$ cat src/rtl/instr_queue.sv
// rtl/instr_queue.sv - first-word-fall-through instruction queue between fetch and decode
module instr_queue #(
    parameter int DEPTH = 4,
    parameter int XLEN  = 32
) (
    input  logic                       clk,
    input  logic                       rst,
    input  logic                       flush,
    input  logic [XLEN-1:0]            pc_in,
    input  logic [XLEN-1:0]            pc_p4_in,
    input  logic [XLEN-1:0]            instr_in,
    input  logic                       taken_in,
    input  logic                       valid_in,
    output logic                       full,
    input  logic                       stall_in,
    output logic [XLEN-1:0]            pc_out,
    output logic [XLEN-1:0]            pc_p4_out,
    output logic [XLEN-1:0]            instr_out,
    output logic                       taken_out,
    output logic                       valid_out,
    output logic [$clog2(DEPTH+1)-1:0] count
);

    localparam int PW = $clog2(DEPTH);
    localparam int CW = $clog2(DEPTH+1);
    localparam logic [XLEN-1:0] NOP = XLEN'(32'h0000_0013);

    logic [XLEN-1:0] r_pc    [DEPTH];
    logic [XLEN-1:0] r_pc_p4 [DEPTH];
    logic [XLEN-1:0] r_instr [DEPTH];
    logic            r_taken [DEPTH];

    logic [PW-1:0] r_wr_ptr;
    logic [PW-1:0] r_rd_ptr;
    logic [CW-1:0] r_count;

    logic w_valid;
    logic w_full;
    logic w_push;
    logic w_pop;

    assign w_valid = (r_count != '0);
    assign w_full  = (r_count == CW'(DEPTH));
    assign w_push  = valid_in & ~w_full & ~flush;
    assign w_pop   = w_valid & ~stall_in & ~flush;

    // Storage is never reset; the valid-gated output muxes keep stale data hidden.
    always_ff @(posedge clk) begin
        if (w_push) begin
            r_pc[r_wr_ptr]    <= pc_in;
            r_pc_p4[r_wr_ptr] <= pc_p4_in;
            r_instr[r_wr_ptr] <= instr_in;
            r_taken[r_wr_ptr] <= taken_in;
        end
    end

    always_ff @(posedge clk or posedge rst) begin
        if (rst) begin
            r_wr_ptr <= '0;
            r_rd_ptr <= '0;
            r_count  <= '0;
        end else if (flush) begin
            r_wr_ptr <= '0;
            r_rd_ptr <= '0;
            r_count  <= '0;
        end else begin
            if (w_push) begin
                r_wr_ptr <= r_wr_ptr + PW'(1);
            end
            if (w_pop) begin
                r_rd_ptr <= r_rd_ptr + PW'(1);
            end
            if (w_push && !w_pop) begin
                r_count <= r_count + CW'(1);
            end else if (w_pop && !w_push) begin
                r_count <= r_count - CW'(1);
            end
        end
    end

    assign valid_out = w_valid;
    assign full      = w_full;
    assign count     = r_count;
    assign pc_out    = w_valid ? r_pc[r_rd_ptr]    : '0;
    assign pc_p4_out = w_valid ? r_pc_p4[r_rd_ptr] : '0;
    assign instr_out = w_valid ? r_instr[r_rd_ptr] : NOP;
    assign taken_out = w_valid ? r_taken[r_rd_ptr] : 1'b0;

endmodule

$ cat config.mk
export PLATFORM = sky130hd
export DESIGN_NAME = instr_queue
export DESIGN_NICKNAME = d
export VERILOG_FILES = /design/src/rtl/instr_queue.sv
export SDC_FILE = /design/constraint.sdc
export NUM_CORES = 1
export LEC_CHECK = 0
export ABC_AREA = 1
export BUFFER_PORTS_ARGS = -buffer_cell sky130_fd_sc_hd__buf_2
export CORE_MARGIN = 3
export CORE_UTILIZATION = 40
export CTS_BUF_LIST = sky130_fd_sc_hd__clkbuf_16
export DETAILED_ROUTE_END_ITERATION = 8
export GPL_TIMING_DRIVEN = 0
export SYNTH_ARGS = -nofsm -noshare
export SYNTH_HDL_FRONTEND = slang
export SYNTH_SLANG_ARGS = --single-unit
$ cat constraint.sdc
create_clock -name clk -period 9.4 [get_ports clk]
set_input_delay 2.82 -clock clk [delete_from_list [all_inputs] [get_ports clk]]
set_output_delay 2.82 -clock clk [all_outputs]
set_load 0.02 [all_outputs]
==> flow_metrics.py <==
metrics = {
    "synth": {
        "ys_types": 26,
        "synth-xor-area-share_pct": 0.0566,
        "ys_warn_count": 0,
        "synth-simple-area-share_pct": 10.3,
        "syn_inst": 1209,
        "synth_seq_area_share_pct": 76.4,
        "syn_nets": 1316,
        "syn_area_um2": 15500,
        "synth_top_family_by_area": "simple AND/OR/NAND/NOR gates",
        "avgSynthCellArea_um2": 12.8,
        "synth.mux.area_fraction_pct": 0,
        "synth-compound-area-share_pct": 9.70,
        "synth_fa_ha_area_share_pct": 0.452,
        "synth_seq_cells": 395,
    },
    "worst_setup_path": {
        "worstPathMaxFanout": 10,
        "cp_cell_sequence": "buf_4, inv_2, buf_6, buf_2, nor2_1, o21ai_0, a21oi_1, buf_2",
        "worstSetupPathType": "reg -> out",
        "r2r-start": "count[0]",
        "arrival_ns": 2.44,
        "r2r_slack_ns": 6.66,
        "startpoint": "r_rd_ptr[1]",
        "cp-end-kind": "primary output",
        "cpMaxStageDelayCell": "dfrtp_1",
        "worstSetupEndpoint": "instr_out[30]",
        "rr_endpoint": "r_pc_p4[3][6]",
        "crit_top_cell": "buf_2",
        "cp-start-kind": "register",
        "required_ns": 6.58,
        "r2r_cells": 8,
        "critPathMaxStageDelay_ns": 0.32,
    },
    "layout": {
        "area_delta_synth_final_pct": 21.4,
        "drive_above_1_share_pct": 22.5,
        "finalInstanceArea_um2": 18800,
        "nets": 1577,
        "fin_util_pct": 49.6,
    },
    "drt": {
        "drt_iter0_drc": 677,
        "post_drt_wl_per_cell_um": 19.4,
        "viasPerCell": 4.97,
        "drtAntennaViolNets": 0,
        "vias": 10000,
        "drc": 0,
        "wirelength_um": 39000,
        "firstDrtPassIters": 5,
    },
    "place": {
        "routabilityCongestion": 0.766,
        "post-place-ws_ns": 4.27,
        "hpwl_um": 24500,
        "io_buffer_count": 203,
        "placed_cell_area_um2": 17500,
    },
    "clock_network": {
        "worstSkewPairLatency_ns": 0.56,
        "post_cts_buffers": 0,
        "tritoncts": "yes",
        "cts_buffers": 42,
        "cts-resized-gates": 0,
        "cts-root-buf": "clkbuf_16",
        "ctsLongestPathBuffers": 3,
        "cts_sinks": 395,
        "h-tree-depth": 2,
        "cts_hold_buffers": 0,
        "cts.clk_slew.worst_paths_ns": 0.06,
    },
    "run_status": {
        "status": "finished clean",
    },
    "sta": {
        "tightestPinTransition_ns": 0.895,
        "slew_violations": 0,
        "rsz0062_at_grt": "no",
        "setup_tns_ns": 0,
        "setup_violations": 0,
        "setup_slack_ns": 4.14,
        "relSlewSlack_pct": 40.2,
        "finClkSkew_ns": 0.00980,
        "post-route-period-util_pct": 56.0,
        "hold-worst-slack_ns": 0.645,
        "hold_violations": 0,
        "fmax_ghz": 0.190,
        "fin_crit_ns": 5.26,
    },
    "die": {
        "rows": 71,
        "die_width_um": 203,
        "dieArea_um2": 41100,
        "core_area_um2": 37900,
        "start_util_pct": 40.8,
        "die_h_um": 203,
        "pin_count": 204,
    },
    "global_route": {
        "grt_max_degree": 29,
        "track_usage_pct": 18.7,
        "gr-total-overflow": 0,
        "grt_pass1_wl_um": 58700,
        "grt_pass1_vias": 9889,
        "antenna_found_initial": 5,
    },
    "worst_hold_path": {
        "hp-class": "reg -> reg",
    },
    "power": {
        "vdd_drop_max_uv": 147,
        "power_density_nw_per_um2": 285,
        "p_leak_nw": 6.89,
    },
    "flow_run": {
        "drv_cap": 0,
    },
}
## Yosys cell counts
cell / n / share of area, %
a21oi_1: 100 / 3.2
buf_2: 18 / 0.58
buf_4: 19 / 0.92
buf_6: 3 / 0.22
clkbuf_1: 21 / 0.51
clkbuf_2: 13 / 0.42
dfrtp_1: 7 / 1.1
edfxtp_1: 388 / 75
fa_1: 1 / 0.13
ha_1: 4 / 0.32
inv_1: 15 / 0.36
inv_2: 3 / 0.073
inv_4: 1 / 0.040
nand2_1: 16 / 0.39
nand2_2: 1 / 0.040
nand2_4: 1 / 0.073
nand3_1: 2 / 0.065
nand3_2: 1 / 0.065
nand3b_1: 1 / 0.048
nor2_1: 394 / 9.5
nor2_4: 1 / 0.073
o21ai_0: 114 / 3.7
o21ai_1: 81 / 2.6
o311ai_0: 2 / 0.11
o311ai_1: 1 / 0.057
xor2_1: 1 / 0.057
## placed cells by master, fill, tap and decap left out, types with 2 or more instances in the layout
cell type  instances
o311ai_0           2
a21oi_1          100
buf_4             19
ha_1               4
buf_12            11
o21ai_1           81
nand3_1            2
inv_1             26
inv_2              3
edfxtp_1         388
nor2_1           390
o21ai_0          114
buf_16             3
buf_6              3
clkbuf_2          13
clkbuf_1          21
clkbuf_16         45
clkinv_2           8
nor2_4             5
clkinv_1          10
bufinv_16          2
nand2_1           16
dfrtp_1            7
buf_2            221
diode_2            4
## per-stage QoR
step                power, mW  instances
detailed placement       3.86       1937
global route             5.63       2016
finish                   5.36       2018
global placement         3.84       1923
CTS                      5.43       2014
floorplan                3.17       1209
## area by class of cell
| type | count | area (µm²) |
|---|---|---|
| antenna | 4 | 10.0 |
| buffer | 74 | 410 |
| clock buffer | 45 | 1130 |
| clock inverter | 32 | 186 |
| fill | 3313 | 19100 |
| inverter | 19 | 73.8 |
| multi-input combinational | 721 | 3210 |
| sequential | 395 | 11800 |
| tap | 511 | 639 |
| timing repair buffer | 217 | 1320 |
## flip-flops by register name, summed over array words and instances (netlist names)
name      flops
r_instr     128
r_pc        128
r_pc_p4     128
r_taken       4
count         3
r_rd_ptr      2
r_wr_ptr      2
## worst min path at each step
stage | to | from | slack [ns] | cells after the start
5_1_grt | r_wr_ptr[1] | r_wr_ptr[1] | 0.68 | 2
3_3_place_gp | count[0] | count[0] | 0.60 | 2
4_1_cts | r_wr_ptr[1] | r_wr_ptr[1] | 0.65 | 2
3_5_place_dp | r_wr_ptr[1] | r_wr_ptr[1] | 0.63 | 2
2_1_floorplan | r_wr_ptr[1] | r_wr_ptr[1] | 0.58 | 2
6_report | r_wr_ptr[1] | r_wr_ptr[1] | 0.64 | 2
## worst max-delay path: cells and delay by family, from the launching register on
kind            cells  cell delay (ns)
compound gates      2             0.37
buf+inv             5             1.08
flops               1             0.32
simple gates        1             0.11
## power by group
part	total (mW)	internal [mW]	switching [mW]
registers	2.07	2.04	0.0262
logic	1.73	0.500	1.23
clock network	1.57	0.913	0.653
total	5.36	3.45	1.91
## cell families (layout without fill, tap and decap cells)
| kind of cell | Yosys count | in the layout |
|---|---|---|
| xor+xnor | 1 | 1 |
| buf+inv | 93 | 387 |
| flops | 395 | 395 |
| fa+ha+maj | 5 | 5 |
| compound gates | 298 | 298 |
| other cells | 0 | 4 |
| simple gates | 417 | 417 |
## layer usage
| layer | vias up | share of wire [%] | GRT usage (%) |
|---|---|---|---|
| met5 | - | 0.12 | 0 |
| met4 | 6 | 2.6 | 6.43 |
| met1 | 4830 | 43 | 25.5 |
| met3 | 66 | 6.5 | 3.83 |
| li1 | 4813 | - | - |
| met2 | 320 | 48 | 30.3 |
No activity file was read; power rests on OpenSTA's default activity.
